**src/rtl/fib_multicast.sv**
```systemverilog
// fib_multicast: fetch index n from a producer, compute F(n) mod 2^W, multicast it to NC consumers.
// Ports:
//   clock   - system clock, all state on rising edge
//   reset_  - asynchronous active-low reset
//   soc     - request to producer for the next index
//   eoc     - producer ready / index valid
//   n       - index (sampled only while waiting for eoc)
//   dav_    - per-consumer data-available, active low
//   rfd     - per-consumer ready-for-data, active high
//   out     - shared result, stable while any dav_ is low
//   ovf     - result overflowed W bits (only when FIB_OVF_EN is defined)
// Build option: define FIB_OVF_EN to add the ovf port and sticky overflow tracking.
module fib_multicast #(
  parameter int NW = 8,
  parameter int W  = 32,
  parameter int NC = 2
) (
  input  logic          clock,
  input  logic          reset_,
  output logic          soc,
  input  logic          eoc,
  input  logic [NW-1:0] n,
  output logic [NC-1:0] dav_,
  input  logic [NC-1:0] rfd,
  output logic [W-1:0]  out
`ifdef FIB_OVF_EN
  ,
  output logic          ovf
`endif
);
  typedef enum logic [2:0] {S_IDLE, S_REQ, S_WAITN, S_CALC, S_OFFER, S_ACK} state_t;
  state_t r_state, w_next;
  logic [NW-1:0] r_cnt;
  logic [W-1:0] r_a, r_b, r_out, w_sum;
  logic [NC-1:0] r_dav;
`ifdef FIB_OVF_EN
  logic w_carry, r_aov, r_bov, r_ovf;
  assign {w_carry, w_sum} = {1'b0, r_a} + {1'b0, r_b};
  assign ovf = r_ovf;
`else
  assign w_sum = r_a + r_b;
`endif
  assign soc  = r_state == S_REQ;
  assign dav_ = r_dav;
  assign out  = r_out;
  always_ff @(posedge clock or negedge reset_)
    if (!reset_) r_state <= S_IDLE;
    else r_state <= w_next;
  always_comb begin
    w_next = r_state;
    case (r_state)
      S_IDLE:  w_next = S_REQ;
      S_REQ:   w_next = eoc ? S_REQ : S_WAITN;
      S_WAITN: w_next = eoc ? S_CALC : S_WAITN;
      S_CALC:  w_next = (r_cnt == '0) ? S_OFFER : S_CALC;
      S_OFFER: w_next = (&rfd) ? S_ACK : S_OFFER;
      S_ACK:   w_next = (&r_dav) ? S_REQ : S_ACK;
      default: w_next = S_IDLE;
    endcase
  end
  always_ff @(posedge clock or negedge reset_) begin
    if (!reset_) begin
      r_cnt <= '0;
      r_a   <= '0;
      r_b   <= '0;
      r_out <= '0;
      r_dav <= '1;
    end else begin
      case (r_state)
        S_WAITN: if (eoc) begin
          r_cnt <= n;
          r_a   <= '0;
          r_b   <= W'(1);
        end
        S_CALC: if (r_cnt == '0) r_out <= r_a;
        else begin
          r_a   <= r_b;
          r_b   <= w_sum;
          r_cnt <= r_cnt - NW'(1);
        end
        S_OFFER: if (&rfd) r_dav <= '0;
        // a channel already released stays high; a pending one rises once its rfd drops
        S_ACK: r_dav <= r_dav | ~rfd;
        default: ;
      endcase
    end
  end
`ifdef FIB_OVF_EN
  // bov is sticky on b; aov follows a one step behind, so it flags the value that lands in out
  always_ff @(posedge clock or negedge reset_) begin
    if (!reset_) begin
      r_aov <= 1'b0;
      r_bov <= 1'b0;
      r_ovf <= 1'b0;
    end else if (r_state == S_WAITN && eoc) begin
      r_aov <= 1'b0;
      r_bov <= 1'b0;
    end else if (r_state == S_CALC) begin
      if (r_cnt == '0) r_ovf <= r_aov;
      else begin
        r_aov <= r_bov;
        r_bov <= r_bov | w_carry;
      end
    end
  end
`endif
endmodule

```
**config.mk**
```make
export PLATFORM = sky130hd
export DESIGN_NAME = fib_multicast
export DESIGN_NICKNAME = d
export VERILOG_FILES = /design/src/rtl/fib_multicast.sv
export SDC_FILE = /design/constraint.sdc
export NUM_CORES = 1
export LEC_CHECK = 0
export BUFFER_PORTS_ARGS = -buffer_cell sky130_fd_sc_hd__buf_2
export CAP_MARGIN = 20
export CORE_ASPECT_RATIO = 2
export CORE_MARGIN = 4
export CORE_UTILIZATION = 60
export DETAILED_ROUTE_END_ITERATION = 16
export PLACE_DENSITY = 0.8
export SYNTH_ARGS = -nofsm -noshare
export SYNTH_HDL_FRONTEND = slang
export SYNTH_SLANG_ARGS = --single-unit
```
**constraint.sdc**
```tcl
create_clock -name clock -period 3.22 [get_ports clock]
set_input_delay 0.322 -clock clock [delete_from_list [all_inputs] [get_ports clock]]
set_output_delay 0.322 -clock clock [all_outputs]
set_load 0.05 [all_outputs]
```
==> results.toml <==
[yosys]
syn-cell-area_um2 = 5740
yosys_warnings = 0
synth.top_cells.by_count = "dfrtp_1 (107), nand2_1 (54), o21ai_0 (42)"
synth_edf_count = 0
async_flop_share_pct = 100
synth-main-ff-cell = "dfrtp_1"
syn-num-nets = 601
yosysUniqueCellTypes = 61
synthTopCellsByArea = "dfrtp_1 (47%), ha_1 (7.2%), mux2_2 (6.1%), a22o_1 (4.7%), o21ai_0 (3.7%)"
synth_top_area_share_pct = 46.7
yosysSeqAreaShare_pct = 47.6
avgSynthCellArea_um2 = 10.4
yosysMostFrequentCell = "dfrtp_1"
yosysTopAreaCell = "dfrtp_1"
synth_cells = 554
ys_ff_latch = 109

[grt]
grt_overflow = 0
grtUsageTotal_pct = 22.9
grt_max_degree = 58
grt_pass1_wl_mm = 21.0
antenna_found_initial = 0
grt_pass1_vias = 4575

[power]
power_frac_comb_pct = 51.0
switchingPower_mw = 3.04
ir_drop_v = 0.000597
p_leak_nw = 2.94
power_frac_seq_pct = 33.3
power.total_mw = 6.79
p_per_area_nw_per_um2 = 1060
p_sw_share_pct = 44.8
p_int_mw = 3.75
clkPwrFrac_pct = 15.7

[critical_path]
r2r_cells = 10
ff2ff_setup_slack_ns = 0.20
worstPathCellList = "ha_1, a211oi_1, o21bai_1, o2111ai_1, a211o_1, a21oi_1, o31a_1, o21a_1, or3_1, a32o_1"
startpoint_type = "flop"
critical_path.max_fanout = 4
slowest_delay_ns = 0.40
path_class = "reg2reg"
worstSetupEndpointType = "flop"
r2r_end = "r_b[29]"
r2r_start = "r_a[1]"
cp.required_ns = 3.45
arrival_ns = 3.26
cp_slowest_cell = "dfrtp_1"

[floorplanning]
fp-row-count = 50
start_util_pct = 61.5
core_area_um2 = 9320
die_w_um = 77.1
ios = 48
dieArea_um2 = 11300
die_h_um = 146

[finish]
drive_above_1_share_pct = 19.5
area_growth_pct = 11.4
antennaDiodeCount = 0
fillCellCount = 729
fin_nets = 643

[place]
gp_congestion = 0.869
io_buffers = 47
place_ws_ns = 0.225
hpwl_mm = 8.76

[detailed_routing]
drt_iter0_markers = 268
avgViaCountPerCell = 6.20
drc = 0
drt-total-wl_mm = 12.2
detail-route-antenna-nets = 0
vias = 4369
dr.pass1.iters = 4
wl_per_cell_um = 17.3

[timing]
finalCritPeriodShare_pct = 93.9
setup_tns_ns = 0
clock_skew_ns = 0.00828
hold_viol = 0
tightest_slew_ns = 0.844
final_max_slew_viol_count = 0
slew_headroom_pct = 43.5
setup_viol = 0
worst_slack_ns = 0.197
period_needed_ns = 3.02
clock.fmax_ghz = 0.331
rsz0062_at_grt = "no"

[cts]
h-tree-depth = 3
cts_tree = "done"
clk_pin_slew_ns = 0.07
clock-sinks = 109
insertion_delay_ns = 0.35
root_buffer = "clkbuf_16"
cts_setup_buffers = 0
clk_path_buf_depth = 2
numCtsBuffers = 9

[min_path]
hp-class = "in2async"

[status]
status = "complete, no violations"

[flow_run]
max_cap_violations = 0
-- repair_timing --
| action | 4_1_cts | 5_1_grt |
|---|---|---|
| hold buffers | 0 | 0 |
| resized for setup | 0 | 1 |
| endpoints found under the setup margin | 0 | 1 |
-- layer usage --
| metal | vias up | GRT usage [%] | wire length, um |
|---|---|---|---|
| li1 | 2114 | - | - |
| met1 | 2144 | 25.9 | 4830 |
| met2 | 84 | 40.8 | 6610 |
| met3 | 27 | 4.26 | 371 |
| met4 | 0 | 11.3 | 363 |
| met5 | - | 0 | 0 |
-- cell families after synthesis --
| logic type | count (synthesis) | synth area share (%) |
|---|---|---|
| muxes | 32 | 6.28 |
| buffers and inverters | 38 | 2.64 |
| and+or+nand+nor | 132 | 10.5 |
| AOI/OAI and AO/OA | 180 | 21.0 |
| adders and majority gates | 34 | 7.55 |
| xor gates and xnor gates | 29 | 4.43 |
| DFF | 109 | 47.6 |
-- flip-flops by register name, summed over array words and instances (netlist names) --
signal and cells:
r_b 32, dav_ 2, r_state 3, out 32, r_cnt 8, r_a 32
-- critical path: cells and delay by family, from the launching register on --
kind	cells	cell delay, ns
AOI/OAI and AO/OA	8	1.88
adders and majority gates	1	0.31
DFF	1	0.40
and+or+nand+nor	1	0.31
-- power groups by stage --
stage / clock network (mW) / logic (mW) / registers, mW
2_1_floorplan: 0 / 2.27 / 2.63
3_3_place_gp: 0 / 3.33 / 2.25
3_5_place_dp: 0 / 3.45 / 2.29
4_1_cts: 1.08 / 3.47 / 2.26
5_1_grt: 1.14 / 3.82 / 2.33
6_report: 1.07 / 3.46 / 2.27
-- cell type report --
cell class	count	area, um^2	share of cell area, %
clock inverter	3	18.8	0.294
multi-input combinational	407	2870	44.9
inverter	15	56.3	0.881
timing repair buffer	54	315	4.94
sequential	109	2730	42.7
tap	104	130	2.04
clock buffer	13	270	4.23
-- cells in the final DEF, fill, tap and decap left out, drive strengths merged, types with 3 or more instances in the layout --
| cell | n |
|---|---|
| o211ai | 3 |
| dfrtp | 107 |
| nand4 | 4 |
| a31oi | 5 |
| nor2b | 3 |
| a21oi | 38 |
| nand2b | 3 |
| buf | 54 |
| xor2 | 14 |
| nor3 | 13 |
| a21o | 10 |
| clkinv | 3 |
| inv | 15 |
| a211oi | 5 |
| xnor2 | 15 |
| nor2 | 34 |
| o22ai | 4 |
| nand3 | 6 |
| ha | 33 |
| a22o | 31 |
| or3 | 4 |
| nand2 | 54 |
| o21ai | 55 |
| mux2 | 32 |
| clkbuf | 13 |
| and4 | 3 |
| a22oi | 3 |
| o21bai | 4 |
-- worst max path at each step --
| stage | startpoint | to | slack [ns] | depth (start not counted) |
|---|---|---|---|---|
| 2_1_floorplan | r_a[16] | r_b[29] | 0.49 | 10 |
| 3_5_place_dp | r_a[4] | r_b[29] | 0.22 | 10 |
| 6_report | r_a[1] | r_b[29] | 0.20 | 10 |
| 4_1_cts | r_a[4] | r_b[29] | 0.21 | 10 |
| 5_1_grt | r_a[1] | r_b[29] | 0.05 | 10 |
| 3_3_place_gp | r_a[4] | r_b[29] | 0.37 | 10 |
-- per-stage QoR --
stage          utilization [%]  area (um^2)  hold slack, ns  cells
2_1_floorplan                -         5740          0.0264    554
3_3_place_gp              65.4         6100           0.414    689
3_5_place_dp              65.4         6100           0.426    689
4_1_cts                   68.5         6380          0.0435    705
5_1_grt                   68.5         6390          0.0803    705
6_report                  68.5         6390          0.0107    705
No activity file was read; power rests on OpenSTA's default activity.
